<file path="src/rtl/cbs_pkg.sv">
// Shared types and helpers for the carry-bypass subtractor.
// The block adder is common to the adder variants as well.
package cbs_pkg;

  localparam int BLK_W = 4;

  typedef enum logic [1:0] {
    IDLE,
    BUSY,
    DONE
  } state_t;

  function automatic logic [4:0] blk_add4(
    input logic [3:0] a,
    input logic [3:0] b,
    input logic       cin
  );
    logic [4:0] c;
    logic [3:0] s;
    c[0] = cin;
    for (int i = 0; i < 4; i++) begin
      s[i]   = a[i] ^ b[i] ^ c[i];
      c[i+1] = (a[i] & b[i]) | ((a[i] ^ b[i]) & c[i]);
    end
    return {c[4], s};
  endfunction

endpackage

</file>
<file path="src/rtl/cbs_block4.sv">
// Combinational 4-bit block: ripple sum plus bypass-muxed carry-out.
// The bypass forwards cin when every bit of the block propagates.
module cbs_block4
  import cbs_pkg::*;
(
  input  logic [3:0] i_a,
  input  logic [3:0] i_b,
  input  logic       i_cin,
  output logic [3:0] o_sum,
  output logic       o_cout
);

  logic [4:0] w_add;
  logic       w_p_blk;
  logic       w_c_rip;

  assign w_add   = blk_add4(i_a, i_b, i_cin);
  assign o_sum   = w_add[3:0];
  assign w_c_rip = w_add[4];
  assign w_p_blk = &(i_a ^ i_b);
  assign o_cout  = w_p_blk ? i_cin : w_c_rip;

endmodule

</file>
<file path="src/rtl/carry_bypass_subtractor_seq.sv">
// Block-serial subtractor: A + ~B + 1, one 4-bit block per clock.
// A single cbs_block4 is time-multiplexed across the operand.
module carry_bypass_subtractor_seq
  import cbs_pkg::*;
#(
  parameter int WIDTH = 16
) (
  input  logic             clk,
  input  logic             rst_n,
  input  logic             in_valid,
  output logic             in_ready,
  input  logic [WIDTH-1:0] A,
  input  logic [WIDTH-1:0] B,
  output logic             out_valid,
  input  logic             out_ready,
  output logic [WIDTH-1:0] DIFF,
  output logic             BOUT,
  output logic             OVF
);

  localparam int N     = WIDTH / BLK_W;
  localparam int IDX_W = (N > 1) ? $clog2(N) : 1;
  localparam logic [IDX_W-1:0] LAST = IDX_W'(N - 1);

  generate
    if ((WIDTH % BLK_W) != 0 || WIDTH < BLK_W) begin : g_bad_width
      $error("WIDTH must be a multiple of 4 and at least 4");
    end
  endgenerate

  state_t           r_state;
  state_t           w_state_nxt;
  logic [WIDTH-1:0] r_a;
  logic [WIDTH-1:0] r_nb;
  logic [WIDTH-1:0] r_diff;
  logic [IDX_W-1:0] r_idx;
  logic             r_carry;
  logic             r_bout;
  logic             r_ovf;

  logic [3:0] w_a_blk;
  logic [3:0] w_b_blk;
  logic [3:0] w_sum;
  logic       w_cout;
  logic       w_last;
  logic       w_ovf;

  assign w_a_blk = r_a[r_idx*BLK_W +: BLK_W];
  assign w_b_blk = r_nb[r_idx*BLK_W +: BLK_W];
  assign w_last  = (r_idx == LAST);

  // r_nb holds ~B, so A and B signs differ when r_a and r_nb MSBs match
  assign w_ovf = ~(r_a[WIDTH-1] ^ r_nb[WIDTH-1])
               & (w_sum[3] ^ r_a[WIDTH-1]);

  cbs_block4 u_blk (
    .i_a   (w_a_blk),
    .i_b   (w_b_blk),
    .i_cin (r_carry),
    .o_sum (w_sum),
    .o_cout(w_cout)
  );

  always_ff @(posedge clk) begin
    if (!rst_n) begin
      r_state <= IDLE;
    end else begin
      r_state <= w_state_nxt;
    end
  end

  always_comb begin
    w_state_nxt = r_state;
    unique case (r_state)
      IDLE: if (in_valid) w_state_nxt = BUSY;
      BUSY: if (w_last) w_state_nxt = DONE;
      DONE: if (out_ready) w_state_nxt = IDLE;
      default: w_state_nxt = IDLE;
    endcase
  end

  always_comb begin
    in_ready  = (r_state == IDLE);
    out_valid = (r_state == DONE);
    DIFF      = r_diff;
    BOUT      = r_bout;
    OVF       = r_ovf;
  end

  always_ff @(posedge clk) begin
    if (!rst_n) begin
      r_a     <= '0;
      r_nb    <= '0;
      r_diff  <= '0;
      r_idx   <= '0;
      r_carry <= 1'b0;
      r_bout  <= 1'b0;
      r_ovf   <= 1'b0;
    end else begin
      unique case (r_state)
        IDLE: begin
          if (in_valid) begin
            r_a     <= A;
            r_nb    <= ~B;
            r_carry <= 1'b1;
            r_idx   <= '0;
          end
        end
        BUSY: begin
          r_diff[r_idx*BLK_W +: BLK_W] <= w_sum;
          r_carry <= w_cout;
          r_idx   <= r_idx + 1'b1;
          if (w_last) begin
            r_bout <= ~w_cout;
            r_ovf  <= w_ovf;
          end
        end
        DONE: begin
        end
        default: begin
        end
      endcase
    end
  end

endmodule

</file>
<file path="config.mk">
export PLATFORM = sky130hd
export DESIGN_NAME = carry_bypass_subtractor_seq
export DESIGN_NICKNAME = d
export VERILOG_FILES = /design/src/rtl/cbs_pkg.sv /design/src/rtl/cbs_block4.sv /design/src/rtl/carry_bypass_subtractor_seq.sv
export SDC_FILE = /design/constraint.sdc
export NUM_CORES = 1
export LEC_CHECK = 0
export BUFFER_PORTS_ARGS = -buffer_cell sky130_fd_sc_hd__buf_4
export CAP_MARGIN = 20
export CELL_PAD_IN_SITES_DETAIL_PLACEMENT = 1
export CELL_PAD_IN_SITES_GLOBAL_PLACEMENT = 2
export CORE_AREA = 2 2 79 118
export DETAILED_ROUTE_END_ITERATION = 10
export DIE_AREA = 0 0 81 120
export PLACE_DENSITY_LB_ADDON = 0.3
export SKIP_LAST_GASP = 1
export SYNTH_ARGS = -nofsm -noshare
export SYNTH_HDL_FRONTEND = slang
export SYNTH_HIERARCHICAL = 1
export SYNTH_SLANG_ARGS = --single-unit
export TNS_END_PERCENT = 1
</file>
<file path="constraint.sdc">
create_clock -name clk -period 2.9 [get_ports clk]
set_input_delay 0.29 -clock clk [delete_from_list [all_inputs] [get_ports clk]]
set_output_delay 0.29 -clock clk [all_outputs]
set_load 0.03 [all_outputs]
</file>
==> results.txt, run 1 <==
----------------------------------------------------
[Global route]
  First-pass GRT wire length ... 9929 um
  Most Used Layer, Global Route ... met2
  Met2 Usage GRT ... 25.15%
  Maximum number of pins on one net before global-route repair ... 55
  Global routing usage summed across all routing layers ... 13.35%
  Met3 demand-to-capacity share in global routing ... 2.030%
  Number of antenna violations at the first check in global routing ... 0
  Routing usage on met1 ... 14.56%
  Leftover overflow at the end of global routing ... 0
  Via count of the first global-routing pass ... 2016

[Status]
  Result of the run ... completed

[Setup path]
  Dominant cell type by count on the critical path ... sky130_fd_sc_hd__inv_2
  Classification of the worst setup path ... reg -> reg
  Maximum fanout along the worst path ... 4
  Crit-path slowest cell ... sky130_fd_sc_hd__mux4_2
  Crit path cell chain ... mux4_2 > inv_2 > fa_1 > inv_1 > fa_2 > fa_2 > inv_2 > fa_1 > inv_2 > nand3b_1 > a31oi_1
  Element type at the critical path start ... flop
  Capturing element type of the critical path ... flop
  Required time of the worst setup path ... 3.05 ns
  Signal arrival time at the worst endpoint ... 2.92 ns
  Critical path's largest stage delay ... 0.54 ns

[Yosys]
  Avg Cell Area, Syn ... 10.01 sq um
  Synth area leader ... sky130_fd_sc_hd__dfxtp_1
  Syn Nets ... 302
  Post-synth EDFFs ... 0
  Most frequent cells after synthesis ... 65 x sky130_fd_sc_hd__nand2_1, 55 x sky130_fd_sc_hd__dfxtp_1, 19 x sky130_fd_sc_hd__a21boi_1
  Most frequent cell after synthesis ... sky130_fd_sc_hd__nand2_1
  Yosys warns ... 6
  Syn Inst Count ... 253
  Post-synthesis sequential area ratio ... 43.48%
  Post-synth cell types ... 33
  Mapped Area ... 2532 sq um
  Portion of synthesized cell area occupied by the leading cell type ... 43.48%
  Top cells by area, synth ... sky130_fd_sc_hd__dfxtp_1 43%, sky130_fd_sc_hd__nand2_1 9.6%, sky130_fd_sc_hd__mux4_2 7.1%
  Async set-or-reset flop fraction in the synthesized netlist ... 0%
  Flop and latch count out of synthesis ... 55
  Post-synth top flop ... sky130_fd_sc_hd__dfxtp_1

[STA]
  Worst Tran Pin Value ... 0.6012 ns
  Fin Hold WS ... 0.2404 ns
  Unrepaired setup endpoints after global routing ... yes
  Setup_tns ... 0 ns
  Peak Freq ... 0.3609 GHz
  Minimum period implied by the final worst setup slack ... 2.771 ns
  Count of endpoints failing hold in the final timing report ... 0
  Post-route clock skew ... 0.006277 ns
  Relative max-transition margin ... 59.92%
  Share of the clock period used by the worst path ... 95.55%
  Final setup viols ... 0
  Post-layout worst setup margin ... 0.1291 ns
  Max-slew violation count ... 0

[Power and ir drop]
  Clock group share of total power ... 34.9%
  Max VDD drop ... 0.0002187 V
  Reported net switching power ... 0.4551 mW
  Cell internal pwr ... 1.257 mW
  Switching part of the total power ... 26.59%
  Lkg Pwr ... 1.494 nW
  Total power ... 1.712 mW
  Power density over the cells ... 534.6 nW/um^2
  Part of the total power dissipated in sequential elements ... 48.1%
  Part of the power in combinational logic ... 17.0%

[Clock tree]
  Clock Latency Late Sink ... 0.29 ns
  Hold-fix buffer count after cts ... 0
  Number of levels in the clock H-tree ... 2
  CTS Root Cell ... sky130_fd_sc_hd__clkbuf_16
  TritonCTS clock tree ... done
  CTS Buffer Depth ... 2
  Reg clk slew, reported paths ... 0.07 ns
  TritonCTS buffer count ... 5
  Clock sinks ... 55

[Route]
  DR iter-0 viols ... 68
  Via count ... 1978
  DRC violation count after routing ... 0
  Routed via count divided by cell count ... 4.755
  Count of antenna-violating nets left after detailed routing ... 0
  Post-detailed-route wirelength per cell ... 14.84 um
  First drt pass iteration count ... 4
  Drt total wl ... 6172 um

[Layout]
  Area taken by multi-input logic gates ... 1311 sq um
  Area used by sequential logic in the layout ... 1105 sq um
  Final nets ... 354
  Area delta synth->final ... 26.43%
  Share of layout cells above drive strength 1 ... 28.76%
  Number of inserted filler cells in the final layout ... 1031
  Final antenna diode count ... 0
  Final core occ ... 36.70%

[Job]
  Reported max-cap violation count ... 0

[Placed design]
  Number of buffer cells added on primary ports ... 55
  Place WS ... -0.02155 ns
  Post-DP HPWL ... 4616 um
  Final GP Congestion ... 0.7265

[Die]
  Height of the die ... 120 um
  CORE AREA ... 8723 sq um
  Count of boundary I/O pins ... 56
  Die X ... 81 um
  Starting density of the core ... 29.03%
  Die Area ... 9720 sq um
  Std-Cell Rows ... 42

[Min path]
  Worst min-delay path class ... in -> reg

----------------------------------------------------
[metrics by stage]
step,cells,area [sq um]
final,416,3202
after global routing,416,3202
after CTS,416,3194
after detailed placement,406,3038
after global placement,406,3038
after floorplan,253,2544
[final cells by class]
| type | count | share of cell area, % |
|---|---|---|
| Sequential cell | 55 | 34.51 |
| Tap cell | 110 | 4.299 |
| Timing Repair Buffer | 62 | 14.54 |
| Clock buffer | 7 | 4.142 |
| Clock inverter | 1 | 0.2735 |
| Multi-Input combinational cell | 170 | 40.95 |
| Inverter | 11 | 1.290 |
[power by group through the flow]
| stage | Sequential [mW] | Combinational, mW | Clock (mW) |
|---|---|---|---|
| finish | 0.824 | 0.291 | 0.597 |
| global route | 0.829 | 0.326 | 0.654 |
| CTS | 0.825 | 0.296 | 0.622 |
| detailed placement | 0.843 | 0.287 | 0 |
| global placement | 0.841 | 0.281 | 0 |
| floorplan | 0.838 | 0.189 | 0 |
[metal layers]
layer  vias to the layer above  wire, um  part of all wire, %
met5                         -         0                    0
met4                         0        93                  1.5
met3                         6       181                  2.9
met2                        36      3438                   56
met1                       950      2458                   40
li1                        986         -                    -
[worst max-delay path, delay by kind of cell (launching register included)]
kind,cells,cell delay (ns)
buffers and inverters,4,0.29
AO/OA/AOI/OAI,1,0.08
adder cells (fa/ha/maj),4,1.25
multiplexers,1,0.54
AND/OR/NAND/NOR,1,0.11
flip-flops,1,0.38
[cells by family (layout without fill, tap and decap cells)]
group	count (synthesis)	in the layout	share of synthesized area, %
AOI/OAI and AO/OA	58	58	18.53
adders and majority gates	13	13	7.609
buffers and inverters	28	81	5.287
DFF	55	55	43.48
muxes	9	9	7.510
and+or+nand+nor	90	90	17.59
[worst paths after layout]
kind / from / end / slack, ns / cells after the start
max: r_idx[0] / OVF / 0.13 / 11
min: A[6] / r_a[6] / 0.24 / 3
max reg2reg: r_idx[0] / OVF / 0.13 / 11
min reg2reg: r_a[11] / r_a[11] / 0.45 / 2
[cell usage in the layout, fill, tap and decap left out, types with 2 or more instances in the layout]
cell | Yosys | layout
sky130_fd_sc_hd__a21boi_1 | 19 | 19
sky130_fd_sc_hd__a22o_1 | 8 | 8
sky130_fd_sc_hd__and3b_1 | 2 | 2
sky130_fd_sc_hd__buf_4 | 1 | 62
sky130_fd_sc_hd__clkbuf_1 | 6 | 2
sky130_fd_sc_hd__clkbuf_16 | 0 | 5
sky130_fd_sc_hd__dfxtp_1 | 55 | 54
sky130_fd_sc_hd__fa_1 | 4 | 2
sky130_fd_sc_hd__fa_2 | 0 | 2
sky130_fd_sc_hd__ha_1 | 9 | 9
sky130_fd_sc_hd__inv_1 | 11 | 8
sky130_fd_sc_hd__inv_2 | 0 | 3
sky130_fd_sc_hd__mux4_2 | 8 | 8
sky130_fd_sc_hd__nand2_1 | 65 | 64
sky130_fd_sc_hd__nand2b_1 | 2 | 2
sky130_fd_sc_hd__nand3_1 | 2 | 2
sky130_fd_sc_hd__nor2_1 | 5 | 5
sky130_fd_sc_hd__nor2b_1 | 3 | 3
sky130_fd_sc_hd__nor3_1 | 2 | 2
sky130_fd_sc_hd__nor4_4 | 2 | 2
sky130_fd_sc_hd__o211a_1 | 17 | 17
sky130_fd_sc_hd__o21a_1 | 2 | 2
sky130_fd_sc_hd__o21ai_1 | 2 | 2
sky130_fd_sc_hd__o22ai_1 | 8 | 8
[sequential cells by signal, indices dropped and copies added (netlist names)]
register,flops
r_a,16
DIFF,16
r_nb,16
r_state,2
BOUT,1
r_idx,2
r_carry,1
OVF,1
[timing repair]
action	in CTS	in global routing
resized for setup	0	5
hold endpoints to repair	0	0
pin swaps	1	1
buffers inserted	2	0
endpoints found under the setup margin	3	5
(Power assumes the default switching activity.)
==> inputs of run 2 (changes only) <==
ABC_AREA = 1   (was unset)
CAP_MARGIN = 10   (was 20)
CORE_AREA = 2 2 84 126   (was 2 2 79 118)
DIE_AREA = 0 0 86 128   (was 0 0 81 120)
==> results.txt, run 2 <==
----------------------------------------------------
[Placed design]
  Area of placed instances ... 3115 sq um (+2.6%)
  Number of buffer cells added on primary ports ... 55 (unchanged)
  Post-DP HPWL ... 5556 um (+20%)
  Final GP Congestion ... 0.7922 (+9.0%)

[Setup path]
  Maximum fanout along the worst path ... 12 (+8)
  Classification of the worst setup path ... reg -> reg
  Crit path cell chain ... buf_6 > o21ai_2 > o22ai_2 > inv_1 > fa_1 > inv_1 > fa_2 > fa_1 > inv_1 > fa_1 > inv_2 > inv_2 > nor3_4 > nand2_1 > a21oi_2
  Crit-path slowest cell ... sky130_fd_sc_hd__fa_1
  Critical path's largest stage delay ... 0.42 ns (-0.12 ns)
  Signal arrival time at the worst endpoint ... 3.00 ns (+0.08 ns)
  Required time of the worst setup path ... 3.12 ns (+0.07 ns)
  Capturing element type of the critical path ... flop
  Element type at the critical path start ... flop

[STA]
  Peak Freq ... 0.3604 GHz (-0.14%)
  Post-route clock skew ... 0.004495 ns (-0.001782 ns)
  Worst Tran Pin Value ... 0.5294 ns (-0.07177 ns)
  Max-slew violation count ... 0 (unchanged)
  Share of the clock period used by the worst path ... 95.69% (+0.14 points)
  Final setup viols ... 0 (unchanged)
  Minimum period implied by the final worst setup slack ... 2.775 ns (+0.003926 ns)
  Count of endpoints failing hold in the final timing report ... 0 (unchanged)
  Unrepaired setup endpoints after global routing ... no
  Relative max-transition margin ... 64.67% (+4.7 points)

[Global route]
  Number of antenna violations at the first check in global routing ... 0 (unchanged)
  Maximum number of pins on one net before global-route repair ... 47 (-15%)
  Leftover overflow at the end of global routing ... 0 (unchanged)
  Via count of the first global-routing pass ... 2565 (+27%)
  First-pass GRT wire length ... 11890 um (+20%)
  Global routing usage summed across all routing layers ... 13.80% (+0.45 points)

[Clock tree]
  TritonCTS buffer count ... 5 (unchanged)
  # Post-CTS Setup Buffers ... 0 (-2)
  Reg clk slew, reported paths ... 0.07 ns (about the same)
  CTS Root Cell ... sky130_fd_sc_hd__clkbuf_16
  CTS Buffer Depth ... 2 (unchanged)
  Clock Latency Late Sink ... 0.29 ns (about the same)
  Hold-fix buffer count after cts ... 0 (unchanged)
  Number of levels in the clock H-tree ... 2 (unchanged)
  TritonCTS clock tree ... done
  Clock sinks ... 55 (unchanged)

[Layout]
  Final core occ ... 33.21% (-3.5 points)
  Area delta synth->final ... 26.01%
  Most common library cell in the layout ignoring fill and taps ... sky130_fd_sc_hd__nor2_1
  Share of layout cells above drive strength 1 ... 21.43% (-7.3 points)
  Top library cells by usage in the layout, fill and taps aside ... 98 x sky130_fd_sc_hd__nor2_1, 70 x sky130_fd_sc_hd__nand2_1, 60 x sky130_fd_sc_hd__buf_4
  Final nets ... 468 (+32%)
  Layout Cell Area excl Fill ... 3309 sq um (+3.4%)
  Final antenna diode count ... 0 (unchanged)

[Yosys]
  Yosys warns ... 6 (unchanged)
  Post-synth cell types ... 23 (-30%)
  Avg Cell Area, Syn ... 7.117 sq um (-29%)
  Post-synthesis sequential area ratio ... 41.92% (-1.6 points)
  Mapped Area ... 2626 sq um (+3.7%)
  Async set-or-reset flop fraction in the synthesized netlist ... 0% (unchanged)
  Flop and latch count out of synthesis ... 55 (unchanged)
  Synth area leader ... sky130_fd_sc_hd__dfxtp_1
  Post-synth EDFFs ... 0 (unchanged)
  Most frequent cell after synthesis ... sky130_fd_sc_hd__nor2_1
  Syn Inst Count ... 369 (+46%)
  Post-synth top flop ... sky130_fd_sc_hd__dfxtp_1
  Most frequent cells after synthesis ... 98 x sky130_fd_sc_hd__nor2_1, 70 x sky130_fd_sc_hd__nand2_1, 55 x sky130_fd_sc_hd__dfxtp_1
  Syn Nets ... 418 (+38%)
  Portion of synthesized cell area occupied by the leading cell type ... 41.92% (-1.6 points)
  Top cells by area, synth ... sky130_fd_sc_hd__dfxtp_1 42%, sky130_fd_sc_hd__nor2_1 14%, sky130_fd_sc_hd__nand2_1 10%

[Die]
  Starting density of the core ... 26.35% (-2.7 points)
  Die X ... 86 um (+6.2%)
  Count of boundary I/O pins ... 56 (unchanged)
  Die Area ... 11010 sq um (+13%)
  Std-Cell Rows ... 45 (+7.1%)
  Height of the die ... 128 um (+6.7%)
  CORE AREA ... 9966 sq um (+14%)

[Route]
  Routed via count divided by cell count ... 4.544 (-4.4%)
  DRC violation count after routing ... 0 (unchanged)
  Count of antenna-violating nets left after detailed routing ... 0 (unchanged)
  DR iter-0 viols ... 41 (-40%)
  Post-detailed-route wirelength per cell ... 13.08 um (-12%)
  Drt total wl ... 7025 um (+14%)
  Via count ... 2440 (+23%)
  First drt pass iteration count ... 4 (unchanged)

[Power and ir drop]
  Max VDD drop ... 0.0002439 V (+12%)
  Power density over the cells ... 554.4 nW/um^2 (+3.7%)
  Lkg Pwr ... 1.490 nW (-0.27%)

[Job]
  Reported max-cap violation count ... 0 (unchanged)

[Status]
  Result of the run ... completed

[Min path]
  Worst min-delay path class ... in -> reg

----------------------------------------------------
==> run 2: power breakdown <==
part | switching, mW | internal (mW)
sequential | 0.0354 | 0.805
clock | 0.257 | 0.320
combinational | 0.262 | 0.156
==> run 2: timing repair <==
action                                  4_1_cts  5_1_grt
endpoints found under the setup margin        2        5
pin swaps                                     1        2
gates resized for setup                       9       14
==> run 2: cell type report <==
type,instances,area (sq um)
Multi-Input combinational cell,266,1333
Timing Repair Buffer,61,461.7
Clock inverter,1,5.005
Fill cell,1258,6656
Tap cell,117,146.4
Sequential cell,55,1109
Clock buffer,7,132.6
Inverter,30,122.6
==> run 2: worst max-delay path, delay by kind of cell, from the launching register on <==
family | cells | cell delay, ns
flip-flops | 1 | 0.36
AO/OA/AOI/OAI | 3 | 0.38
AND/OR/NAND/NOR | 2 | 0.21
adder cells (fa/ha/maj) | 4 | 1.28
buffers and inverters | 6 | 0.50
==> run 2: kinds of logic (layout without fill, tap and decap cells) <==
family / after synthesis / in the layout / share of synthesized area (%)
flip-flops: 55 / 55 / 41.92
adder cells (fa/ha/maj): 13 / 13 / 7.337
AND/OR/NAND/NOR: 185 / 185 / 28.16
buffers and inverters: 48 / 99 / 9.147
AO/OA/AOI/OAI: 68 / 68 / 13.44
==> run 2: metal layers <==
layer  track usage [%]  vias to the layer above  part of all wire, %
met2             26.27                       40                   56
met3             2.318                       13                  2.7
met1             14.23                     1123                   39
met4             6.629                        0                  2.9
li1                  -                     1264                    -
met5                 0                        -                    0
==> run 2: metrics by stage <==
step | setup WS [ns] | total power [mW] | TNS [ns] | hold slack, ns | std cells
after detailed placement | -0.07094 | 1.268 | -0.1199 | 0.4573 | 529
after CTS | 0.01137 | 1.860 | 0 | 0.2267 | 537
final | 0.1251 | 1.835 | 0 | 0.2361 | 537
after global routing | 0.0009739 | 1.963 | 0 | 0.2494 | 537
after global placement | 0.09314 | 1.260 | 0 | 0.4551 | 529
after floorplan | 0.003042 | 1.136 | 0 | 0.4369 | 369
==> run 2: worst paths after layout <==
path                                from  endpoint  slack [ns]  cells after the start
worst min-delay path                B[6]   r_nb[6]        0.24                      4
worst max-delay path            r_idx[0]   DIFF[7]        0.13                     15
worst min register to register   DIFF[9]   DIFF[9]        0.47                      2
worst max register to register  r_idx[0]   DIFF[7]        0.13                     15
==> inputs of run 3 (changes only) <==
BUFFER_PORTS_ARGS = unset   (was -buffer_cell sky130_fd_sc_hd__buf_4)
CORE_AREA = 2 2 79 118   (was 2 2 84 126)
DIE_AREA = 0 0 81 120   (was 0 0 86 128)
DONT_BUFFER_PORTS = 1   (was unset)
==> results.txt, run 3 (synthesized netlist as in run 2, its figures left out) <==
----------------------------------------------------
[Setup path]
  R2R Path Start ... r_idx[1]
  Capturing element type of the critical path ... flop
  Classification of the worst setup path ... reg -> reg
  Required time of the worst setup path ... 3.13 ns (about the same)
  Maximum fanout along the worst path ... 7 (-5)
  Element type at the critical path start ... flop
  Signal arrival time at the worst endpoint ... 3.02 ns (+0.02 ns)
  Startpoint of the most critical setup path ... r_idx[1]
  Worst reg-to-reg path cell count ... 15 (unchanged)

[Power and ir drop]
  Cell internal pwr ... 1.268 mW (-0.97%)
  Switching part of the total power ... 30.54% (+0.32 points)
  Part of the power in combinational logic ... 20.0% (-2.8 points)
  Reported net switching power ... 0.5574 mW (+0.55%)
  Part of the total power dissipated in sequential elements ... 46.6% (+0.8 points)
  Max VDD drop ... 0.0002487 V (+2.0%)
  Clock group share of total power ... 33.4% (+1.9 points)
  Power density over the cells ... 629.9 nW/um^2 (+14%)
  Lkg Pwr ... 1.221 nW (-18%)

[Job]
  Reported max-cap violation count ... 0 (unchanged)

[Layout]
  Final nets ... 416 (-11%)
  Number of inserted filler cells in the final layout ... 1132 (-10%)
  Area taken by multi-input logic gates ... 1315 sq um (-1.3%)
  Final instance count without filler cells ... 477 (-11%)
  Most common library cell in the layout ignoring fill and taps ... sky130_fd_sc_hd__nor2_1
  Final core occ ... 33.22% (about the same)
  Area used by sequential logic in the layout ... 1106 sq um (-0.23%)
  Area delta synth->final ... 10.34%
  Top library cells by usage in the layout, fill and taps aside ... 98 x sky130_fd_sc_hd__nor2_1, 70 x sky130_fd_sc_hd__nand2_1, 53 x sky130_fd_sc_hd__dfxtp_1
  Final antenna diode count ... 0 (unchanged)
  Share of layout cells above drive strength 1 ... 10.63% (-11 points)

[STA]
  Final setup viols ... 0 (unchanged)
  Peak Freq ... 0.3582 GHz (-0.59%)
  Max-slew violation count ... 0 (unchanged)
  Relative max-transition margin ... 57.97% (-6.7 points)
  Worst Tran Pin Value ... 0.6281 ns (+0.09870 ns)
  Share of the clock period used by the worst path ... 96.26% (+0.57 points)
  Post-route clock skew ... 0.004805 ns (+0.0003107 ns)
  Count of endpoints failing hold in the final timing report ... 0 (unchanged)
  Minimum period implied by the final worst setup slack ... 2.791 ns (+0.01658 ns)

[Clock tree]
  TritonCTS clock tree ... done
  TritonCTS buffer count ... 5 (unchanged)
  Clock Latency Late Sink ... 0.30 ns (about the same)
  CTS Buffer Depth ... 2 (unchanged)
  Clock sinks ... 55 (unchanged)
  Hold-fix buffer count after cts ... 0 (unchanged)
  Reg clk slew, reported paths ... 0.07 ns (about the same)
  Number of levels in the clock H-tree ... 2 (unchanged)
  CTS Root Cell ... sky130_fd_sc_hd__clkbuf_16

[Route]
  Count of antenna-violating nets left after detailed routing ... 0 (unchanged)
  Routed via count divided by cell count ... 4.698 (+3.4%)
  DR iter-0 viols ... 46 (+12%)
  Via count ... 2241 (-8.2%)
  First drt pass iteration count ... 4 (unchanged)
  Drt total wl ... 6854 um (-2.4%)
  DRC violation count after routing ... 0 (unchanged)
  Post-detailed-route wirelength per cell ... 14.37 um (+9.8%)

[Placed design]
  Inst Count DP ... 468 (-12%)
  Post-DP HPWL ... 5283 um (-4.9%)
  Final GP Congestion ... 0.8126 (+2.6%)
  Number of buffer cells added on primary ports ... 0 (-100%)

[Die]
  Starting density of the core ... 30.11% (+3.8 points)
  Std-Cell Rows ... 42 (-6.7%)
  Height of the die ... 120 um (-6.3%)
  Die X ... 81 um (-5.8%)
  Count of boundary I/O pins ... 56 (unchanged)
  CORE AREA ... 8723 sq um (-12%)
  Die Area ... 9720 sq um (-12%)

[Min path]
  Start point of the worst min-delay path ... rst_n
  Worst min-delay path class ... in -> reg
  Cell depth of the worst min-delay path ... 2 (-2)

[Global route]
  Number of antenna violations at the first check in global routing ... 0 (unchanged)
  Global routing usage summed across all routing layers ... 15.28% (+1.5 points)
  Leftover overflow at the end of global routing ... 0 (unchanged)
  Via count of the first global-routing pass ... 2408 (-6.1%)
  First-pass GRT wire length ... 11360 um (-4.5%)
  Maximum number of pins on one net before global-route repair ... 47 (unchanged)

[Status]
  Result of the run ... completed

----------------------------------------------------
## run 3: cell count changes in the layout (fill, tap and decap cells not counted), moves of 2 or more
cell / delta
sky130_fd_sc_hd__o21ai_1: +2
sky130_fd_sc_hd__clkbuf_1: -2
sky130_fd_sc_hd__inv_1: -2
sky130_fd_sc_hd__buf_4: -53
sky130_fd_sc_hd__o21ai_2: -2
sky130_fd_sc_hd__inv_2: +3
## run 3: repair_timing
action                                  CTS  global route
endpoints found under the setup margin    2             7
resized for setup                         4            17
pin swaps                                 2             4
setup buffers                             1             1
## run 3: final timing paths
kind              endpoint  slack (ns)
setup reg to reg  DIFF[15]        0.11
setup / recovery  DIFF[15]        0.11
hold / removal    r_nb[15]        0.12
hold reg to reg    r_carry        0.47
## run 3: cell type report
class | count | share of cell area, %
multi-input cells | 266 | 45.38
flip-flops and latches | 55 | 38.17
clock buffers | 6 | 4.793
well taps | 110 | 4.750
inverters | 30 | 4.145
repair buffers | 9 | 2.591
clock inverters | 1 | 0.1727
## run 3: stage by stage
| stage | hold WS [ns] | cell area [sq um] | setup TNS, ns | worst slack [ns] | power (mW) |
|---|---|---|---|---|---|
| floorplan | 0.4369 | 2631 | 0 | 0.003042 | 1.136 |
| global placement | 0.4239 | 2701 | 0 | 0.09842 | 1.215 |
| detailed placement | 0.4255 | 2701 | 0 | 0.007134 | 1.223 |
| CTS | 0.1087 | 2854 | 0 | 0.0002385 | 1.839 |
| global route | 0.1139 | 2898 | -0.05655 | -0.02426 | 1.939 |
| finish | 0.1216 | 2898 | 0 | 0.1086 | 1.825 |
## run 3: power groups by stage
stage          Combinational [mW]  Sequential, mW  Clock (mW)
2_1_floorplan               0.282           0.853           0
3_3_place_gp                0.346           0.869           0
3_5_place_dp                0.353           0.870           0
4_1_cts                     0.360           0.853       0.627
5_1_grt                     0.427           0.859       0.653
6_report                    0.365           0.851       0.609
## run 3: critical path, stage by stage, from the launching register on
cell and delay [ns]:
sky130_fd_sc_hd__dfxtp_4 0.38, sky130_fd_sc_hd__buf_6 0.12, sky130_fd_sc_hd__o21ai_1 0.06, sky130_fd_sc_hd__o22ai_1 0.23, sky130_fd_sc_hd__inv_1 0.09, sky130_fd_sc_hd__fa_1 0.40, sky130_fd_sc_hd__inv_1 0.08, sky130_fd_sc_hd__fa_2 0.20
sky130_fd_sc_hd__fa_2 0.20, sky130_fd_sc_hd__inv_2 0.04, sky130_fd_sc_hd__fa_1 0.46, sky130_fd_sc_hd__inv_2 0.07, sky130_fd_sc_hd__inv_2 0.05, sky130_fd_sc_hd__nor3_2 0.13, sky130_fd_sc_hd__nand2_1 0.09, sky130_fd_sc_hd__a21oi_2 0.12
## run 3: layer usage
metal | track usage, % | up-vias | share of wire (%)
li1 | - | 1154 | -
met1 | 15.80 | 1034 | 39
met2 | 28.82 | 42 | 55
met3 | 3.008 | 11 | 3.6
met4 | 6.356 | 0 | 2.6
met5 | 0 | - | 0
